--- config.mk ---
export PLATFORM = sky130hd
export DESIGN_NAME = hazard_ctrl
export DESIGN_NICKNAME = d
export VERILOG_FILES = /design/src/rtl/hazard_ctrl.sv
export SDC_FILE = /design/constraint.sdc
export NUM_CORES = 1
export LEC_CHECK = 0
export CELL_PAD_IN_SITES_DETAIL_PLACEMENT = 1
export CELL_PAD_IN_SITES_GLOBAL_PLACEMENT = 1
export CORE_ASPECT_RATIO = 0.8
export CORE_UTILIZATION = 18
export DETAILED_ROUTE_END_ITERATION = 7
export PLACE_DENSITY_LB_ADDON = 0.2
export SETUP_SLACK_MARGIN = 0.05
export SLEW_MARGIN = 20
export SYNTH_ARGS = -nofsm -noshare
export SYNTH_HDL_FRONTEND = slang
export SYNTH_SLANG_ARGS = --single-unit
export TNS_END_PERCENT = 5
--- constraint.sdc ---
create_clock -name clk -period 1.9 [get_ports clk]
set_input_delay 0.285 -clock clk [delete_from_list [all_inputs] [get_ports clk]]
set_output_delay 0.285 -clock clk [all_outputs]
set_load 0.01 [all_outputs]
--- src/rtl/hazard_ctrl.sv ---
// rtl/hazard_ctrl.sv - load-use bubble, branch flush and bus-freeze control for the ID mux.
// Optional feature macro: HAZ_PERF_CNT_EN (stall/flush performance counters).
module hazard_ctrl #(
  parameter int LU_BUBBLES = 1,
  parameter int CNT_W      = 32
) (
  input  logic             clk,
  input  logic             rst,
  input  logic [4:0]       ID_rs1_addr,
  input  logic [4:0]       ID_rs2_addr,
  input  logic             ID_use_rs1,
  input  logic             ID_use_rs2,
  input  logic             EX_MemRead,
  input  logic [4:0]       EX_rd_addr,
  input  logic             EX_branch_taken,
  input  logic             IM_stall,
  input  logic             DM_stall,
  output logic             Stall,
  output logic             NOP,
  output logic             IF_ID_flush,
  output logic             PC_write,
  output logic             IF_ID_write,
  output logic             pipe_freeze,
  output logic [CNT_W-1:0] stall_cycle_cnt,
  output logic [CNT_W-1:0] flush_cnt
);

  typedef enum logic {RUN, BUBBLE} state_t;

  localparam logic [1:0] CNT_INIT = (LU_BUBBLES > 1) ? 2'(LU_BUBBLES - 2) : 2'd0;

  state_t     state, state_n;
  logic [1:0] cnt, cnt_n;
  logic       flush_pending, flush_pending_n;
  logic       freeze, lu_hit, flush_req;

  assign freeze    = IM_stall | DM_stall;
  assign flush_req = EX_branch_taken | flush_pending;
  assign lu_hit    = EX_MemRead && (EX_rd_addr != 5'd0) &&
                     ((ID_use_rs1 && (ID_rs1_addr == EX_rd_addr)) ||
                      (ID_use_rs2 && (ID_rs2_addr == EX_rd_addr)));

  always_ff @(posedge clk or posedge rst) begin
    if (rst) begin
      state         <= RUN;
      cnt           <= 2'd0;
      flush_pending <= 1'b0;
    end else begin
      state         <= state_n;
      cnt           <= cnt_n;
      flush_pending <= flush_pending_n;
    end
  end

  always_comb begin
    state_n         = state;
    cnt_n           = cnt;
    flush_pending_n = flush_pending;
    Stall           = 1'b0;
    NOP             = 1'b0;
    IF_ID_flush     = 1'b0;
    PC_write        = 1'b1;
    IF_ID_write     = 1'b1;
    pipe_freeze     = 1'b0;
    if (rst) begin
      NOP         = 1'b1;
      IF_ID_flush = 1'b1;
      PC_write    = 1'b0;
      IF_ID_write = 1'b0;
      pipe_freeze = 1'b1;
    end else if (freeze) begin
      // A redirect seen while frozen is replayed on the first free cycle.
      pipe_freeze = 1'b1;
      PC_write    = 1'b0;
      IF_ID_write = 1'b0;
      if (EX_branch_taken) flush_pending_n = 1'b1;
    end else if (flush_req) begin
      NOP             = 1'b1;
      IF_ID_flush     = 1'b1;
      flush_pending_n = 1'b0;
      state_n         = RUN;
      cnt_n           = 2'd0;
    end else if (state == BUBBLE) begin
      Stall       = 1'b1;
      PC_write    = 1'b0;
      IF_ID_write = 1'b0;
      if (cnt == 2'd0) state_n = RUN;
      else             cnt_n   = cnt - 2'd1;
    end else if (lu_hit) begin
      Stall       = 1'b1;
      PC_write    = 1'b0;
      IF_ID_write = 1'b0;
      if (LU_BUBBLES > 1) begin
        state_n = BUBBLE;
        cnt_n   = CNT_INIT;
      end
    end
  end

`ifdef HAZ_PERF_CNT_EN
  // Stall and NOP are already forced low while frozen, so the counters hold then.
  always_ff @(posedge clk or posedge rst) begin
    if (rst) begin
      stall_cycle_cnt <= '0;
      flush_cnt       <= '0;
    end else begin
      if (Stall) stall_cycle_cnt <= stall_cycle_cnt + 1'b1;
      if (NOP)   flush_cnt       <= flush_cnt + 1'b1;
    end
  end
`else
  assign stall_cycle_cnt = '0;
  assign flush_cnt       = '0;
`endif

endmodule

==> results of run 1 <==
flip-flops by register name, indices dropped and copies added (netlist names):
name	flops
cnt	2
flush_pending	1
state	1
power breakdown:
group	leakage (nW)	total (mW)	switching (mW)	internal [mW]
clock network	0.0216	0.178	0.0430	0.135
registers	0.0529	0.0905	0.00184	0.0887
logic	0.506	0.187	0.107	0.0808
area by class of cell:
type	instances	area (sq um)	share of cell area (%)
Clock buffer	3	41.3	3.68
Timing Repair Buffer	40	362	32.3
Sequential cell	4	100	8.93
Inverter	5	18.8	1.67
Tap cell	60	75.1	6.70
Multi-Input combinational cell	104	524	46.8
placed cells by master (no fill, tap or decap):
master            n
xnor2_1           9
or3_1             1
a21oi_1           2
inv_1             4
xnor2_2           1
dlygate4sd2_1     3
o21ai_2           1
or2_4             1
or4_4             1
o21ai_1           2
dfrtp_1           4
nand2_1           7
conb_1           64
clkbuf_8          3
dlymetal6s2s_1    4
o22ai_2           1
ha_1              1
nor3_1            1
clkdlybuf4s50_1  14
a22o_1            1
nand4_1           2
o21ai_0           2
buf_4            12
nor2b_1           1
buf_2             3
nor3_4            1
nor2_1            4
a21oi_2           1
clkdlybuf4s15_1   4
inv_2             1
path summary, 6_finish.rpt:
check	start	end	cells past startpoint
max	EX_rd_addr[3]	IF_ID_write	6
max in group asynchronous	rst	cnt[1]$_DFFE_PP0P_	3
min reg2reg	cnt[0]$_DFFE_PP0P_	cnt[0]$_DFFE_PP0P_	1
min in group clk	cnt[0]$_DFFE_PP0P_	cnt[0]$_DFFE_PP0P_	1
min	rst	state$_DFFE_PP0P_	3
max reg2reg	flush_pending$_DFFE_PP0P_	cnt[1]$_DFFE_PP0P_	5
repair_timing:
item / 4_1_cts / 5_1_grt
pin swaps: 5 / 4
setup endpoints to repair: 6 / 6
buffers inserted: 0 / 1
gates resized for setup: 24 / 9
hold buffers: 0 / 0
metrics by stage:
step                      setup TNS, ns  std cells
after global routing                  0        216
final                                 0        216
after detailed placement          -2.20        212
after floorplan                       0        180
after CTS                       -0.0669        215
after global placement            -2.15        212
synth_stat cells:
cell type and instances:
ha_1 1, nand4_1 2, or3_1 1, o21ai_1 2
nor3_1 1, nor3_2 1, inv_1 5, conb_1 1
o21ai_2 1, xnor2_1 10, a21oi_1 3, o22ai_1 1
nor2b_1 1, nand2_1 7, dfrtp_1 4, buf_4 66
nor2_1 4, or2_1 1, buf_2 1, o21ai_0 2
a22o_1 1, or4_4 1
layer usage:
| metal | vias to the layer above | routed length (microns) | GRT usage, % |
|---|---|---|---|
| met4 | 0 | 10 | 2.68 |
| met5 | - | 0 | 0 |
| met3 | 2 | 123 | 1.69 |
| li1 | 318 | - | - |
| met1 | 308 | 573 | 6.29 |
| met2 | 43 | 1140 | 15.4 |
worst reg2reg max path: cells and delay by family, from the launching register on:
family | cells | cell delay [ns]
buf+inv | 1 | 0.14
compound gates | 2 | 0.34
simple gates | 2 | 0.38
flops | 1 | 0.37
cell families after synthesis:
kind of cell | Yosys count | share of synthesized area (%)
adder cells (fa/ha/maj) | 1 | 1.42
buffers and inverters | 72 | 58.9
AO/OA/AOI/OAI | 10 | 6.68
other | 1 | 0.426
AND/OR/NAND/NOR | 19 | 11.2
flip-flops | 4 | 11.4
XOR/XNOR | 10 | 9.94
==> results.cfg, run 1 <==
[placed_design]
io_buffer_count = 28
dpl_cell_area_sq_um = 1050
gp_congestion = 0.782
pre_cts_ws_ns = -0.627
post-dp-hpwl_microns = 1680

[setup_path]
cp_max_fo = 2
cp_top_family = simple AND/OR/NAND/NOR gates
criticalPathCategory = in -> out
worst-path-buf-inv = 2
crit_chain = dlygate4sd2_1 > or4_4 > o21ai_2 > nor2_1 > a21oi_2 > buf_2
cp-end-kind = primary output
slowest_delay_ns = 0.48
crit_path_top_delay_cell = or4_4
required_ns = 1.62
arrival_ns = 1.57
r2r_slack_ns = 0.59
setup.worst_path.start_class = primary input

[drt]
wl_per_cell_microns = 8.53
ant_nets = 0
routed_wl_microns = 1840
via_per_inst = 3.11
vias = 671
dr.pass1.iters = 2
drc = 0
dr.first_iter.drc_count = 5

[clock_tree]
cts-htree-levels = 1
cts_made_buffers = 3
clock_sinks = 4
path_clk_slew_ns = 0.03
cts_tree = built
ctsLongestPathBuffers = 2
root_buffer = clkbuf_8
clk_latency_ns = 0.22

[die]
die-area_sq_um = 5180
pin_count = 93
rows = 22
dieWidth_microns = 80.2
start_util_pct = 18.9
coreArea_sq_um = 4650
die_h_microns = 64.6

[logic_synthesis]
ys_warn_count = 0
syn-cell-area_sq_um = 881
synth-seq-cells = 4
synth_area_leaders = buf_4 (56%), dfrtp_1 (11%), xnor2_1 (9.9%), nand2_1 (3.0%), inv_1 (2.1%)
syn_area_per_cell_sq_um = 7.53
ys_seq_area_share_pct = 11.4
yosysUniqueCellTypes = 22
synth_top_area_cell = buf_4
synth_top_area_share_pct = 56.3
synth_cells = 117

[layout]
n_fill_cell = 591
area_growth_pct = 27.3
drive_gt1_share_pct = 16.7
final_nets = 182
fin_util_pct = 24.1
antenna_cells = 0
fin_area_sq_um = 1120

[power_and_ir_drop]
power_density_nw_per_um2 = 407
power.leakage_nw = 0.580
p_total_mw = 0.456
vdd_ir_drop_max_uv = 165

[sta]
max_freq_mhz = 539
rsz0062_at_grt = yes
slew_violations = 0
setup_ws_ns = 0.0464
setup_viol = 0
period_needed_ns = 1.85
hold_viol = 0
period_share_pct = 97.6
skew_ns = 0.00116
holdWs_ns = 0.125

[global_route]
grt_pass1_wl_microns = 2780
grt_pass1_vias = 618
grt_overflow_total = 0
grt_usage_pct = 7.20
grt_max_degree = 6
antenna_found_initial = 0

[outcome]
status = completed

[min_path]
holdCritPathClass = in -> async

[job]
cap_viol_max_count = 0
(Power assumes the default switching activity.)
==> inputs of run 2 (changes only) <==
- SETUP_SLACK_MARGIN: 0.05 -> 0.4
==> run 2 against run 1 <==
  * Worst setup slack better by 0.14 ns
  * Clock skew up 0.0048 ns
  * First-iteration DRC count fell by 80%
  * Design area decreased by 1.8%
  * Clock power hardly changed
  * Power decreased by 2.2%
  * Combinational power fell by 5%
  * Register-to-register slack worse by 0.02 ns
  * Sequential power hardly changed
  * Core utilization fell by 0.43 points
  * Sequential share of layout area up 0.16 points
  * Critical path depth is the same
  * Largest cell class unchanged
==> results.cfg, run 2 (synthesis results as in run 1) <==
[placed_design]
gp_congestion = 0.672
io_buffer_count = 28
place_inst = 214
dpl_cell_area_sq_um = 1070
post-dp-hpwl_microns = 1530

[sta]
skew_ns = 0.00600
max_freq_mhz = 582
hold_viol = 0
rsz0062_at_grt = yes
period_needed_ns = 1.72
slew_violations = 0
setup_viol = 0
holdWs_ns = 0.333
period_share_pct = 90.4

[setup_path]
crit_chain = buf_6 > or4_4 > o21ai_4 > nor3_2 > a22o_1 > buf_2
r2r_slack_ns = 0.57
criticalPathCategory = in -> out
setup.worst_path.start_class = primary input
required_ns = 1.62
r2r_end = cnt[1]$_DFFE_PP0P_
arrival_ns = 1.43
crit_path_top_delay_cell = or4_4
r2r_cells = 5
cp_top_family = simple AND/OR/NAND/NOR gates
slowest_delay_ns = 0.53
r2r_start = flush_pending$_DFFE_PP0P_
worst-path-buf-inv = 2
cp-end-kind = primary output
cp_max_fo = 2

[clock_tree]
ctsLongestPathBuffers = 2
cts_hold_buf = 0
cts_made_buffers = 3
clock_sinks = 4
clk_latency_ns = 0.22
cts-htree-levels = 1
cts_tree = built
root_buffer = clkbuf_8
path_clk_slew_ns = 0.03
postCtsSetupRepairBufs = 0

[layout]
antenna_cells = 0
largest_reg_flops = 2
reg.largest.list = cnt x2, flush_pending x1, state x1
layout_commonest_cell = conb_1
area_growth_pct = 25.0
final_cell_mix = conb_1 (64), dlygate4sd2_1 (13), buf_4 (13), xnor2_1 (10), nand2_1 (7)
final_nets = 183
fin_area_sq_um = 1100
drive_gt1_share_pct = 21.7
largest-register = cnt
instances_no_fill = 217

[power_and_ir_drop]
vdd_ir_drop_max_uv = 148
power_density_nw_per_um2 = 405
power.leakage_nw = 0.581

[drt]
ant_nets = 0
vias = 662
routed_wl_microns = 1700
dr.pass1.iters = 2
dr.first_iter.drc_count = 1
drc = 0
via_per_inst = 3.05
wl_per_cell_microns = 7.84

[global_route]
grt_max_degree = 6
grt_pass1_vias = 571
grt_pass1_wl_microns = 2610
grt_overflow_total = 0
grt_usage_pct = 6.60
antenna_found_initial = 0

[min_path]
holdCritPathClass = in -> async

[die]
rows = 22
pin_count = 93
dieWidth_microns = 80.2
coreArea_sq_um = 4650
start_util_pct = 18.9
die_h_microns = 64.6
die-area_sq_um = 5180

[job]
cap_viol_max_count = 0

[outcome]
status = completed
-- run 2: report_power, final --
part / internal, mW / total [mW] / leakage (nW) / switching, mW
sequential: 0.0886 / 0.0906 / 0.0529 / 0.00196
clock: 0.135 / 0.177 / 0.0216 / 0.0422
combinational: 0.0730 / 0.178 / 0.506 / 0.105
-- run 2: worst max path at each step --
stage	slack, ns	startpoint	cells after the start	to
floorplan	0.30	EX_rd_addr[1]	5	PC_write
global placement	-0.53	EX_rd_addr[2]	6	PC_write
detailed placement	-0.57	EX_rd_addr[1]	6	IF_ID_write
CTS	0.15	EX_rd_addr[3]	6	Stall
global route	0.14	EX_rd_addr[3]	6	PC_write
finish	0.18	EX_rd_addr[3]	6	Stall
-- run 2: area by class of cell --
class	instances	area (sq um)
repair buffers	41	340
fillers	590	3550
inverters	5	18.8
well taps	60	75.1
flip-flops and latches	4	100
clock buffers	3	41.3
multi-input cells	104	526
-- run 2: through the flow --
step	power, mW	TNS (ns)	setup WS (ns)	util (%)
finish	0.446	0	0.183	23.7
detailed placement	0.278	-1.97	-0.571	23.1
global route	0.481	0	0.136	23.7
floorplan	0.289	0	0.296	-
CTS	0.452	0	0.151	23.5
global placement	0.276	-1.93	-0.534	23.1
-- run 2: tightest hold or removal path: cells and delay by family --
kind | cells | cell delay [ns]
buffers and inverters | 4 | 0.59
-- run 2: metal layers --
metal / track usage [%] / up-vias / wire (microns) / share of wire (%)
li1: - / 318 / - / -
met1: 7.45 / 294 / 671 / 39
met2: 12.1 / 48 / 881 / 52
met3: 2.11 / 2 / 146 / 8.6
met4: 1.34 / 0 / 2 / 0.12
met5: 0 / - / 0 / 0
-- run 2: timing repair --
action,in CTS,in global routing
pin swaps,16,5
endpoints found under the setup margin,6,7
resized for setup,54,4
